File: src/rtl/task_responder.sv
// task_responder: worker-side engine of the clock-domain task handshake.
// A one-cycle start pulse launches a counted burst of data beats on a
// valid/ready stream. Each beat carries the seed plus the beat index. A
// one-cycle done pulse follows the last accepted beat. Everything runs in
// the destination clock domain.
//
// Optional build macro: TASK_RESP_TIMEOUT_EN
//   When it is defined, a burst that stays stalled for TIMEOUT consecutive
//   cycles is aborted. The block still emits its normal done pulse and sets
//   the sticky task_error flag. When it is undefined, the stall counter and
//   the task_error port do not exist.
module task_responder #(
   parameter int LEN_W   = 8,
   parameter int DATA_W  = 16,
   parameter int TIMEOUT = 255
) (
   input  logic              clk,
   input  logic              rst,
   input  logic              task_start,
   input  logic [LEN_W-1:0]  task_len,
   input  logic [DATA_W-1:0] task_seed,
   output logic              task_busy,
   output logic              task_done,
   output logic              out_valid,
   input  logic              out_ready,
   output logic [DATA_W-1:0] out_data,
   output logic              start_overrun
`ifdef TASK_RESP_TIMEOUT_EN
   ,
   output logic              task_error
`endif
);

   // A zero stall limit would abort every burst before its first beat.
   if (TIMEOUT < 1) begin : gBadTimeout
      $error("task_responder: TIMEOUT must be >= 1");
   end

   typedef enum logic [1:0] {
      IDLE = 2'd0,
      RUN  = 2'd1,
      DONE = 2'd2
   } stateT;

   stateT             state;
   stateT             stateNext;
   logic [LEN_W-1:0]  rem;        // beats still to send in this burst
   logic [DATA_W-1:0] cur;        // data value of the beat on offer
   logic              acceptTask; // start seen while idle
   logic              beatFire;   // stream handshake this cycle
   logic              lastBeat;   // the handshake consumes the final beat
   logic              abortBurst; // stall limit reached
   logic              busyQ;
   logic              doneQ;
   logic              validQ;
   logic              overrunQ;

   assign acceptTask = (state == IDLE) && task_start;
   assign beatFire   = validQ && out_ready;
   assign lastBeat   = beatFire && (rem == LEN_W'(1));

`ifdef TASK_RESP_TIMEOUT_EN
   // The counter holds 0..TIMEOUT-1. The abort fires on the stalled cycle
   // that would make it reach TIMEOUT.
   localparam int STALL_W = (TIMEOUT < 2) ? 1 : $clog2(TIMEOUT);

   logic [STALL_W-1:0] stallCnt;
   logic               errorQ;

   assign abortBurst = (state == RUN) && !out_ready &&
                       (stallCnt == STALL_W'(TIMEOUT - 1));

   // Count consecutive stalled RUN cycles. Any accepted beat, or leaving
   // RUN, restarts the count.
   always_ff @(posedge clk or posedge rst) begin
      if (rst) begin
         stallCnt <= '0;
      end else if ((state == RUN) && !out_ready) begin
         stallCnt <= stallCnt + STALL_W'(1);
      end else begin
         stallCnt <= '0;
      end
   end

   // Sticky timeout flag, cleared only by reset.
   always_ff @(posedge clk or posedge rst) begin
      if (rst) begin
         errorQ <= 1'b0;
      end else if (abortBurst) begin
         errorQ <= 1'b1;
      end
   end

   assign task_error = errorQ;
`else
   assign abortBurst = 1'b0;
`endif

   // State register.
   always_ff @(posedge clk or posedge rst) begin
      if (rst) begin
         state <= IDLE;
      end else begin
         state <= stateNext;
      end
   end

   // Next-state logic. A new task is accepted only in IDLE.
   always_comb begin
      stateNext = state;
      case (state)
         IDLE: begin
            if (task_start) begin
               stateNext = (task_len == '0) ? DONE : RUN;
            end
         end
         RUN: begin
            if (lastBeat || abortBurst) begin
               stateNext = DONE;
            end
         end
         DONE:    stateNext = IDLE;
         default: stateNext = IDLE;
      endcase
   end

   // Burst datapath: latch the task on accept, then step once per beat.
   always_ff @(posedge clk or posedge rst) begin
      if (rst) begin
         rem <= '0;
         cur <= '0;
      end else if (acceptTask) begin
         rem <= task_len;
         cur <= task_seed;
      end else if (beatFire) begin
         rem <= rem - LEN_W'(1);
         cur <= cur + DATA_W'(1);
      end
   end

   // Status and valid outputs are registered from the next state, so they
   // always match the state register and never glitch. A stalled beat
   // holds valid and data because neither changes without a handshake.
   always_ff @(posedge clk or posedge rst) begin
      if (rst) begin
         busyQ  <= 1'b0;
         doneQ  <= 1'b0;
         validQ <= 1'b0;
      end else begin
         busyQ  <= (stateNext != IDLE);
         doneQ  <= (stateNext == DONE);
         validQ <= (stateNext == RUN);
      end
   end

   // Sticky overrun flag: a start pulse that arrives while a task is in
   // flight, including the done cycle, is dropped but remembered.
   always_ff @(posedge clk or posedge rst) begin
      if (rst) begin
         overrunQ <= 1'b0;
      end else if (task_start && (state != IDLE)) begin
         overrunQ <= 1'b1;
      end
   end

   assign task_busy     = busyQ;
   assign task_done     = doneQ;
   assign out_valid     = validQ;
   assign out_data      = cur;
   assign start_overrun = overrunQ;

endmodule

File: config.mk
export PLATFORM = sky130hd
export DESIGN_NAME = task_responder
export DESIGN_NICKNAME = d
export VERILOG_FILES = /design/src/rtl/task_responder.sv
export SDC_FILE = /design/constraint.sdc
export NUM_CORES = 1
export LEC_CHECK = 0
export CAP_MARGIN = 0
export CORE_ASPECT_RATIO = 0.75
export CORE_MARGIN = 4
export CORE_UTILIZATION = 50
export DETAILED_ROUTE_END_ITERATION = 7
export PLACE_DENSITY = 0.84
export SKIP_CTS_REPAIR_TIMING = 1
export SYNTH_ARGS = -nofsm -noshare
export SYNTH_HDL_FRONTEND = slang
export SYNTH_SLANG_ARGS = --single-unit
File: constraint.sdc
create_clock -name clk -period 3.84 [get_ports clk]
set_input_delay 0.768 -clock clk [delete_from_list [all_inputs] [get_ports clk]]
set_output_delay 0.768 -clock clk [all_outputs]
set_load 0.005 [all_outputs]
# [After elaboration in Yosys (flattened, before gate mapping)]
# Cells that the tools add are included.
[classes] reduce_logical=9 eq_ne=4 n_mux=8 add_sub_neg=2
[op_table] op="$mux 16" count=2
[op_table] op="$add 16x1->16 const B" count=1
[op_table] op="$mux 8" count=2
[op_table] op="$eq 8x1->1 const B" count=1
[op_table] op="$logic_not 8->1" count=1
[op_table] op="$sub 8x1->8 const B" count=1
[op_table] op="$mux 2" count=3
[op_table] op="$reduce_bool 2->1" count=3
[op_table] op="$eq 2x1->1 const B" count=2
[op_table] op="$logic_and 1x1->1" count=4
[op_table] op="$pmux 2 s2" count=1
[op_table] op="$eq 2x2->1 const B" count=1
[op_table] op="$logic_not 2->1" count=1
[totals] register_bits=30 output_inout_bits=20

# [Depth between registers and ports, before layout]
[logic_depth] word_depth=5 depth_mapped=6 depth_no_buf=6

# [Worst setup path after synthesis]
# Ideal clock, no wire load.
[synth_path] kind="in2reg" startpoint="input out_ready" endpoint="register cur[14] (netlist: out_data[14])" slack_ns=1.901 required_time_ns=3.758 n_path_buf=0 setup_ns=0.082 arrival_time_ns=1.857 path_stages=4 cell_sequence="nand3_4 or4_1 or3_1 a31oi_1"
[synth_between] elab_chain_cells=2
[synth_lines] element="start, declared" line_no="25" rtl="input logic out_ready,"
[synth_lines] element="$logic_and 1x1->1" line_no="59" rtl="assign beatFire = validQ && out_ready;"
[synth_lines] element="$reduce_bool 2->1 (no source line)"
[synth_lines] element="end signal, assigned" line_no="134" rtl="cur <= task_seed;"
[synth_lines] element="end signal, assigned" line_no="137" rtl="cur <= cur + DATA_W'(1);"
[synth_lines] element="end, declared" line_no="48" rtl="logic [DATA_W-1:0] cur;"
# Every way passes these cells.
# A chain may end at the register's enable or synchronous reset.

# [Worst setup path in the final report]
# Ends and elaborated chain as after synthesis.

==> impl_results.html <==
<table>
<tr><th>Metric</th><th>Value</th></tr>
<tr><th colspan="2">Outcome</th></tr>
<tr><td>Outcome</td><td>finished, final reports clean</td></tr>
<tr><th colspan="2">Drt</th></tr>
<tr><td>Detailed-routing iteration count for the pre-antenna-repair pass</td><td>4</td></tr>
<tr><td>Antenna Nets Post-Route</td><td>0</td></tr>
<tr><td>Via density per instance</td><td>5.37</td></tr>
<tr><td>Remaining DRCs</td><td>0</td></tr>
<tr><td>Mean routed wirelength per cell</td><td>14.1 um</td></tr>
<tr><td>Vias after detailed routing</td><td>1,461</td></tr>
<tr><td>Routed WL</td><td>3.83 mm</td></tr>
<tr><td>1st-iter DRT viols</td><td>76</td></tr>
<tr><th colspan="2">Synth</th></tr>
<tr><td>Yosys top cell area share</td><td>0.460</td></tr>
<tr><td>Post-synth design cell area</td><td>1630 um2</td></tr>
<tr><td>Top cell type by total area after synthesis</td><td>dfrtp_1</td></tr>
<tr><td>Most instantiated flip-flop cell in the synthesis netlist</td><td>dfrtp_1</td></tr>
<tr><td>Synthesized area per cell</td><td>8.82 um2</td></tr>
<tr><td>Warning count from the yosys run</td><td>0</td></tr>
<tr><td>Synth Net Count</td><td>216</td></tr>
<tr><td>Register bit count reported by yosys</td><td>30</td></tr>
<tr><td>Unique cell type count in the Yosys netlist</td><td>28</td></tr>
<tr><td>Top-count cell post-synth</td><td>nand2_1</td></tr>
<tr><td>Top cells by instance count after synthesis</td><td>33 x nand2_1, 30 x dfrtp_1, 20 x o21ai_0</td></tr>
<tr><td>Fraction of registers with async set/reset</td><td>1.00</td></tr>
<tr><td>Largest cells by area after synthesis</td><td>dfrtp_1 46%, nand2_1 7.6%, o21ai_0 6.1%, xnor2_1 5.4%, nor2_1 3.2%</td></tr>
<tr><td>Proportion of synthesized chip area in sequential cells</td><td>0.460</td></tr>
<tr><td>Post-synth EDFFs</td><td>0</td></tr>
<tr><td>Gate count of the mapped netlist</td><td>185</td></tr>
<tr><th colspan="2">Critical path</th></tr>
<tr><td>Critical path endpoint category</td><td>register</td></tr>
<tr><td>Required time of the worst setup path</td><td>4050 ps</td></tr>
<tr><td>Cell with the largest stage delay on the worst path</td><td>clkdlybuf4s50_1</td></tr>
<tr><td>Kind of start point of the critical path</td><td>primary input</td></tr>
<tr><td>Arrival time of data at the critical path endpoint</td><td>2620 ps</td></tr>
<tr><td>Critical path buffer and inverter count</td><td>1</td></tr>
<tr><td>CP Class</td><td>primary input to register</td></tr>
<tr><td>Delay contributed by the slowest stage of the critical path</td><td>630 ps</td></tr>
<tr><td>Top delay family on crit path</td><td>simple AND/OR/NAND/NOR gates</td></tr>
<tr><td>Maximum net fanout on the critical path</td><td>7</td></tr>
<tr><td>Worst-path cell chain</td><td>clkdlybuf4s50_1 &gt; nand3_4 &gt; or4_1 &gt; or3_1 &gt; a31oi_1</td></tr>
<tr><th colspan="2">Finish</th></tr>
<tr><td>Fraction of final layout cells with drive strength greater than 1</td><td>0.0427</td></tr>
<tr><td>Filler cell count in the final layout</td><td>245</td></tr>
<tr><td>Net count, final</td><td>265</td></tr>
<tr><td>Final core utilization</td><td>0.728</td></tr>
<tr><td>Area taken by flip-flops and latches</td><td>751 um2</td></tr>
<tr><td>Multi-input combinational cell area</td><td>835 um2</td></tr>
<tr><td>Diodes inserted</td><td>0</td></tr>
<tr><td>Area growth, synth to finish</td><td>35.7%</td></tr>
<tr><th colspan="2">Floorplan</th></tr>
<tr><td>Effective utilization at floorplan</td><td>0.536</td></tr>
<tr><td>Die outline height</td><td>57.5 um</td></tr>
<tr><td>Area of the core</td><td>3040 um2</td></tr>
<tr><td>Placement row count</td><td>17</td></tr>
<tr><td>I/O pins</td><td>48</td></tr>
<tr><td>Chip width</td><td>74.0 um</td></tr>
<tr><td>Total die area</td><td>4250 um2</td></tr>
<tr><th colspan="2">Timing</th></tr>
<tr><td>Fin crit share</td><td>0.628</td></tr>
<tr><td>Max Freq</td><td>0.414 GHz</td></tr>
<tr><td>Slew headroom</td><td>0.268</td></tr>
<tr><td>Total negative slack for setup checks</td><td>0 ps</td></tr>
<tr><td>Final worst path period need</td><td>2410 ps</td></tr>
<tr><td>Worst slew pin tran</td><td>1100 ps</td></tr>
<tr><td>Max-slew violation count</td><td>0</td></tr>
<tr><td>Final hold vios</td><td>0</td></tr>
<tr><td>RSZ-0062 raised after global routing</td><td>no</td></tr>
<tr><td>Setup violations, final</td><td>0</td></tr>
<tr><td>Worst setup skew after layout</td><td>5.74 ps</td></tr>
<tr><th colspan="2">Placed design</th></tr>
<tr><td>Port bufs</td><td>47</td></tr>
<tr><td>HPWL after detailed placement</td><td>2.78 mm</td></tr>
<tr><td>Gp weighted congestion</td><td>0.795</td></tr>
<tr><th colspan="2">Power and ir drop</th></tr>
<tr><td>Pwr Density</td><td>670 nW/um2</td></tr>
<tr><td>Peak VDD IR</td><td>0.374 mV</td></tr>
<tr><td>Total Power Consumption</td><td>0.00148 W</td></tr>
<tr><td>Leakage Power</td><td>0.857 nW</td></tr>
<tr><th colspan="2">Clock tree</th></tr>
<tr><td>Clock tree from TritonCTS</td><td>yes</td></tr>
<tr><td>Clock network latency to the later pin of the worst-skew pair</td><td>280 ps</td></tr>
<tr><td>CTS root buf</td><td>clkbuf_8</td></tr>
<tr><td>Max Root-Sink Buffers</td><td>2</td></tr>
<tr><td>CTS clk-pin slew, worst paths</td><td>60 ps</td></tr>
<tr><td>Sink count of the clock tree</td><td>30</td></tr>
<tr><td>Cts bufs inserted</td><td>5</td></tr>
<tr><td>H-tree lvl count</td><td>2</td></tr>
<tr><th colspan="2">Global routing</th></tr>
<tr><td>Global-route wire length before repair</td><td>6.28 mm</td></tr>
<tr><td>Number of antenna violations at the first check in global routing</td><td>0</td></tr>
<tr><td>Number of global-route vias before repair</td><td>1,379</td></tr>
<tr><td>Tot GR Track Use</td><td>0.196</td></tr>
<tr><td>Total congestion overflow after global routing</td><td>0</td></tr>
<tr><td>Largest net degree at the start of global routing</td><td>50</td></tr>
<tr><th colspan="2">Hold path</th></tr>
<tr><td>Hold WC Path Type</td><td>register to register</td></tr>
<tr><th colspan="2">Flow run</th></tr>
<tr><td>Number of max-cap violations</td><td>0</td></tr>
</table>
## layout make-up
type	instances	share of cell area
Multi-Input combinational cell	142	0.377
Sequential cell	30	0.339
Timing Repair Buffer	48	0.216
Clock buffer	7	0.0345
Tap cell	38	0.0215
Inverter	7	0.0119
## worst paths after layout
kind                                           startpoint                   endpoint  slack (ps)  cells after the start
worst max-delay path                            out_ready   out_data[14]$_DFFE_PP0P_        1430                      5
worst min-delay path            start_overrun$_DFFE_PP0P_  start_overrun$_DFFE_PP0P_         460                      1
worst max register to register    out_data[0]$_DFFE_PP0P_   out_data[14]$_DFFE_PP0P_        1890                      5
worst min register to register  start_overrun$_DFFE_PP0P_  start_overrun$_DFFE_PP0P_         460                      1
max in group asynchronous                             rst         rem[6]$_DFFE_PP0P_        2110                      2
min in group asynchronous                             rst    out_data[1]$_DFFE_PP0P_        1070                      2
## where the power goes
group	internal (W)	switching, W
Clock	0.000124	0.000112
Sequential	0.000452	0.000171
Combinational	0.000344	0.000279
Total	0.000921	0.000562
## cell families after synthesis
kind of cell,Yosys count,share of synthesized area
multiplexers,5,0.0307
AO/OA/AOI/OAI,27,0.0844
XOR/XNOR,16,0.0859
flip-flops,30,0.460
adder cells (fa/ha/maj),3,0.0230
buffers and inverters,13,0.0314
AND/OR/NAND/NOR,91,0.285
## layout by cell type, fill, tap and decap left out, types with 3 or more instances in the layout
master	instances
nand2_1	33
mux2i_1	5
a21oi_1	5
nor4_1	8
ha_1	3
dfrtp_1	30
nor2_1	14
xor2_1	6
nor2b_1	5
o21ai_0	20
nand4_1	8
clkbuf_8	5
xnor2_1	10
clkdlybuf4s50_1	47
nand3_1	9
inv_1	7
## sequential cells by signal, summed over array words and instances (netlist names)
| register | flops |
|---|---|
| out_data | 16 |
| out_valid | 1 |
| rem | 8 |
| start_overrun | 1 |
| state | 2 |
| task_busy | 1 |
| task_done | 1 |
## per-stage QoR
stage	cells	hold WS, ps	cell area, um2	setup slack, ps
3_3_place_gp	265	449	2140	1200
6_report	272	464	2210	1430
4_1_cts	272	469	2210	1430
2_1_floorplan	185	459	1630	1900
3_5_place_dp	265	452	2140	1120
5_1_grt	272	521	2210	1350
## per-layer routing
layer	up-vias	track usage	routed length [um]	share of wire
li1	734	-	-	-
met1	677	0.288	1920	0.50
met2	42	0.265	1610	0.42
met3	8	0.0546	232	0.061
met4	0	0.0879	68	0.018
met5	-	0	0	0
(Power assumes the default switching activity.)
